===== src/rtl/mux_syn_src.sv =====
// Source side of a mux synchronizer: registers a word and
// holds wr_req high for REQ_HIGH cycles, then low for GAP_CYCLES.
//
// Ports:
//   wr_clk      sole clock, rising edge
//   wr_reset    async active-high reset
//   in_valid    upstream word available
//   in_data     upstream word
//   in_ready    block can accept a word (state == IDLE)
//   wr_data     registered word to the synchronizer
//   wr_req      registered request level to the synchronizer
//   busy        high whenever not IDLE
//   sent_count  words accepted since reset (wraps at 2^16)
module mux_syn_src #(
  parameter int DATA_WIDTH = 12,
  parameter int REQ_HIGH   = 3,
  parameter int GAP_CYCLES = 4
) (
  input  logic                  wr_clk,
  input  logic                  wr_reset,
  input  logic                  in_valid,
  input  logic [DATA_WIDTH-1:0] in_data,
  output logic                  in_ready,
  output logic [DATA_WIDTH-1:0] wr_data,
  output logic                  wr_req,
  output logic                  busy,
  output logic [15:0]           sent_count
);

  localparam int MAXC =
    (REQ_HIGH > GAP_CYCLES) ? REQ_HIGH : GAP_CYCLES;
  localparam int CW =
    (MAXC > 1) ? $clog2(MAXC) : 1;

  localparam logic [CW-1:0] REQ_LOAD = CW'(REQ_HIGH - 1);
  localparam logic [CW-1:0] GAP_LOAD = CW'(GAP_CYCLES - 1);

  typedef enum logic [1:0] {
    IDLE = 2'd0,
    REQ  = 2'd1,
    GAP  = 2'd2
  } state_e;

  state_e                  state_q, state_d;
  logic [CW-1:0]           cnt_q, cnt_d;
  logic                    wr_req_q, wr_req_d;
  logic [DATA_WIDTH-1:0]   wr_data_q, wr_data_d;
  logic [15:0]             sent_q, sent_d;

  always_comb begin
    state_d   = state_q;
    cnt_d     = cnt_q;
    wr_req_d  = wr_req_q;
    wr_data_d = wr_data_q;
    sent_d    = sent_q;
    unique case (state_q)
      IDLE: begin
        if (in_valid) begin
          wr_data_d = in_data;
          wr_req_d  = 1'b1;
          state_d   = REQ;
          cnt_d     = REQ_LOAD;
          sent_d    = sent_q + 16'd1;
        end
      end
      REQ: begin
        if (cnt_q != '0) begin
          cnt_d = cnt_q - 1'b1;
        end else begin
          wr_req_d = 1'b0;
          state_d  = GAP;
          cnt_d    = GAP_LOAD;
        end
      end
      GAP: begin
        if (cnt_q != '0) begin
          cnt_d = cnt_q - 1'b1;
        end else begin
          state_d = IDLE;
        end
      end
      default: begin
        state_d  = IDLE;
        cnt_d    = '0;
        wr_req_d = 1'b0;
      end
    endcase
  end

  always_ff @(posedge wr_clk or posedge wr_reset) begin
    if (wr_reset) begin
      state_q   <= IDLE;
      cnt_q     <= '0;
      wr_req_q  <= 1'b0;
      wr_data_q <= '0;
      sent_q    <= '0;
    end else begin
      state_q   <= state_d;
      cnt_q     <= cnt_d;
      wr_req_q  <= wr_req_d;
      wr_data_q <= wr_data_d;
      sent_q    <= sent_d;
    end
  end

  // in_ready and busy depend on the state register only
  assign in_ready   = (state_q == IDLE);
  assign busy       = (state_q != IDLE);
  assign wr_req     = wr_req_q;
  assign wr_data    = wr_data_q;
  assign sent_count = sent_q;

endmodule


===== config.mk =====
export PLATFORM = sky130hd
export DESIGN_NAME = mux_syn_src
export DESIGN_NICKNAME = d
export VERILOG_FILES = /design/src/rtl/mux_syn_src.sv
export SDC_FILE = /design/constraint.sdc
export NUM_CORES = 1
export LEC_CHECK = 0
export ABC_AREA = 0
export CORE_MARGIN = 2
export CORE_UTILIZATION = 45
export DETAILED_ROUTE_END_ITERATION = 12
export GPL_ROUTABILITY_DRIVEN = 0
export HOLD_SLACK_MARGIN = 0.15
export PLACE_DENSITY = 0.76
export SYNTH_ARGS = -nofsm -noshare
export SYNTH_HDL_FRONTEND = slang
export SYNTH_SLANG_ARGS = --single-unit
export TNS_END_PERCENT = 1

===== constraint.sdc =====
create_clock -name wr_clk -period 2.1 [get_ports wr_clk]
set_clock_uncertainty 0.05 [all_clocks]
set_input_delay 0.42 -clock wr_clk [delete_from_list [all_inputs] [get_ports wr_clk]]
set_output_delay 0.42 -clock wr_clk [all_outputs]
set_load 0.03 [all_outputs]

==> metrics.txt, run 1 <==
status=finished clean; clock share of power=0.141; crit-path max FO=5; syn_area_per_cell=12.3 sq um; Worst slew margin=0.725; antenna violations before repair=0; CTS tree=yes; sequential area share after synthesis=0.574; sum of buffers and inverters on the critical path=1; logic gate share of total power=0.499; clock latency on the worst-skew pair=0.33 ns; Area Growth Syn to Fin=43.1%; Max clock buf depth=2; Hold WC Path Type=in2async; FFs w/ async S/R, synth=1.00; Post-synth EDFFs=0; die width=roughly 60 um; synth cell count leaders=dfrtp_1 (33), xnor2_1 (10), mux2_1 (9); top_reg_cell synth=dfrtp_1; stages on the worst setup path=1; Top Ports=46; # diodes=0; Worst path max stage delay=0.72 ns; Final Max Slew Viols=0; count leader, synth=dfrtp_1; row count=20; Yosys top cell area share=0.574; Compound-Gate Fraction of Synth Area=0.0409; Synth Register Bits=33; Worst R2R Path Depth=5; via/cell ratio=4.86; Net Sw Frac=0.406; Post-CTS Repair Setup Buffers=0; DP Wirelength=2110 um; port bufs=45; largest family of logic cells by synthesized area=simple AND/OR/NAND/NOR gates; XOR/XNOR Fraction of Synth Area=0.0914; Final Cell Area=0.00206 sq mm; total number of vias=1065; Worst Tran Pin Value=0.413 ns; GR Overflow Total=0; Synth Area in Simple Gates=0.139; Leak=0.000917 uW; largest net degree at the start of global routing=34; critical path class=reg2out; Peak Freq=510 MHz; Synthesis Warnings=0; drt drc=0; CTS root buffer=clkbuf_4; Antenna Nets Post-Route=0; Int Pwr=approximately 1700 uW; fillers=approximately 260; worst-path cell chain=clkdlybuf4s50_1; Crit path required time=around 1.6 ns; Setup Viol. Count Final=0; adder-cell area share of the yosys netlist=0.0174; Detailed Routing Iterations Pass 1=4; post-synth cell types=29; GRT Total Usage=0.181; CORE AREA=between 0.003 and 0.004 sq mm; Worst path slowest cell=clkdlybuf4s50_1; Post-Syn Area=between 0.001 and 0.0015 sq mm; hold_buf cts=0; setup_tns=0 ns; Max-Cap Viols=0; Flop pwr share=0.360; mux cell area share after synthesis=0.109; crit path DAT=1.49 ns; CP top delay family=buffers and inverters; total wire length=2760 um; Die Area=0.00366 sq mm; share of cells above drive strength 1=0.143; post-route minimum period=1.96 ns; CP Launch Type=flip-flop; first-pass GRT wire length=4820 um; Final Cycle Share=0.933; RSZ-0062 raised after global routing=no; Post-DP Area=0.00199 sq mm; vias in the first global route=1044; Worst setup EP type=output port; IR drop worst, VDD=1110 uV; P_sw=1160 uW; Iteration-0 DRC Markers=40; top post-synthesis cells by area=dfrtp_1 (57%), mux2_1 (7.0%), xnor2_1 (6.1%); Final Hold Fails=0; clock tree sinks=33; Mapped Cells=between 100 and 150; clock-pin slew on the worst setup and hold paths=0.10 ns; H-tree Lvls=2; pwr/cell area=1390 mW/mm^2; die height=60.5 um; largest area contributor in the netlist=dfrtp_1; Nets=191; number of buffers created by CTS=5; post-synthesis net count=134; average wire per standard cell=~13 um; initial core utilization=0.471
final timing paths:
| path | start | end | slack, ns |
|---|---|---|---|
| min in group wr_clk | wr_data[2] | wr_data[2] | 0.45 |
| min | wr_reset | wr_data[4] | 0.41 |
| max in group asynchronous | wr_reset | wr_data[0] | 1.28 |
| min reg2reg | wr_data[2] | wr_data[2] | 0.45 |
| max | sent_count[0] | sent_count[0] | 0.14 |
| max reg2reg | state_q[0] | sent_count[10] | 0.38 |
area by class of cell:
class / instances / area [sq um] / share of cell area
clock inverter: 1 / 5.00 / 0.00243
clock buffer: 7 / 65.1 / 0.0316
tap: 44 / 55.1 / 0.0268
sequential: 33 / 826 / 0.401
inverter: 7 / 26.3 / 0.0128
multi-input combinational: 74 / 572 / 0.278
timing repair buffer: 53 / 508 / 0.247
placed cells by master, fill, tap and decap left out:
| cell | count |
|---|---|
| clkdlybuf4s50_1 | 43 |
| dfrtp_1 | 33 |
| xnor2_1 | 10 |
| mux2_1 | 9 |
| nand2_1 | 8 |
| buf_4 | 8 |
| inv_1 | 7 |
| nand3_1 | 6 |
| xor2_1 | 5 |
| nor2_1 | 5 |
| clkbuf_4 | 5 |
| nand4_1 | 4 |
| mux2_2 | 4 |
| o21ai_0 | 3 |
| a21oi_1 | 3 |
| nor3_4 | 2 |
| ha_1 | 2 |
| clkbuf_8 | 2 |
| dlygate4sd2_1 | 2 |
| or3b_4 | 1 |
| and3_1 | 1 |
| and4_1 | 1 |
| nor3b_2 | 1 |
| or2_2 | 1 |
| mux2i_1 | 1 |
| nand2b_1 | 1 |
| o211ai_1 | 1 |
| o21ai_1 | 1 |
| or3_1 | 1 |
| o21a_1 | 1 |
| a311oi_1 | 1 |
| or2_1 | 1 |
| clkinv_2 | 1 |
timing repair:
action	CTS	global route
endpoints found under the hold margin	0	0
gates resized for setup	2	0
endpoints found under the setup margin	2	0
cells by family (layout without fill, tap and decap cells):
kind of cell	after synthesis	after routing
compound gates	10	10
xor+xnor	15	15
fa+ha+maj	2	2
buf+inv	10	68
flops	33	33
mux	14	14
simple gates	33	33
tightest hold or removal path: stages:
cell and delay [ns]:
clkdlybuf4s50_1 0.39, inv_1 0.05, buf_4 0.36
power by group through the flow:
stage                     Combinational (uW)  Sequential (uW)  Clock (uW)
after detailed placement                1450             1040           0
final                                   1420             1030         402
after floorplan                          504             1390           0
after global placement                  1430             1030           0
after CTS                               1440             1030         415
after global routing                    1540             1060         436
per-stage QoR:
step,std cells,setup slack [ns],util,power (uW),hold WS [ns]
6_report,219,0.141,0.674,2850,0.414
5_1_grt,219,0.0828,0.674,3040,0.471
4_1_cts,219,0.128,0.674,2890,0.429
3_5_place_dp,211,0.0154,0.652,2500,0.430
3_3_place_gp,211,0.0550,0.652,2450,0.420
2_1_floorplan,117,0.457,-,1890,0.482
state kept, by name, summed over array words and instances (netlist names):
name / count
sent_count: 16
wr_data: 12
cnt_q: 2
state_q: 2
wr_req: 1
metal layers:
layer | wire length, um | vias to the layer above | part of all wire | GRT usage
li1 | - | 512 | - | -
met1 | 1150 | 517 | 0.42 | 0.227
met2 | 1380 | 32 | 0.50 | 0.295
met3 | 197 | 4 | 0.071 | 0.0554
met4 | 33 | 0 | 0.012 | 0.0745
met5 | 0 | - | 0 | 0
Power figures use the tool's default switching activity.
==> run 2, diff against run 1 <==
--- a/config.mk
+++ b/config.mk
@@ -10,6 +10,7 @@
 export CORE_UTILIZATION = 45
 export DETAILED_ROUTE_END_ITERATION = 12
 export GPL_ROUTABILITY_DRIVEN = 0
+export GPL_TIMING_DRIVEN = 1
 export HOLD_SLACK_MARGIN = 0.15
 export PLACE_DENSITY = 0.76
 export SYNTH_ARGS = -nofsm -noshare
==> results of run 2 <==
The final DEF is identical to that of run 1; final timing and power are the same.
==> run 3, diff against run 2 <==
--- a/config.mk
+++ b/config.mk
@@ -9,7 +9,7 @@
 export CORE_MARGIN = 2
 export CORE_UTILIZATION = 45
 export DETAILED_ROUTE_END_ITERATION = 12
-export GPL_ROUTABILITY_DRIVEN = 0
+export GPL_ROUTABILITY_DRIVEN = 1
 export GPL_TIMING_DRIVEN = 1
 export HOLD_SLACK_MARGIN = 0.15
 export PLACE_DENSITY = 0.76
==> results of run 3 <==
The final DEF is identical to that of run 1; final timing and power are the same.
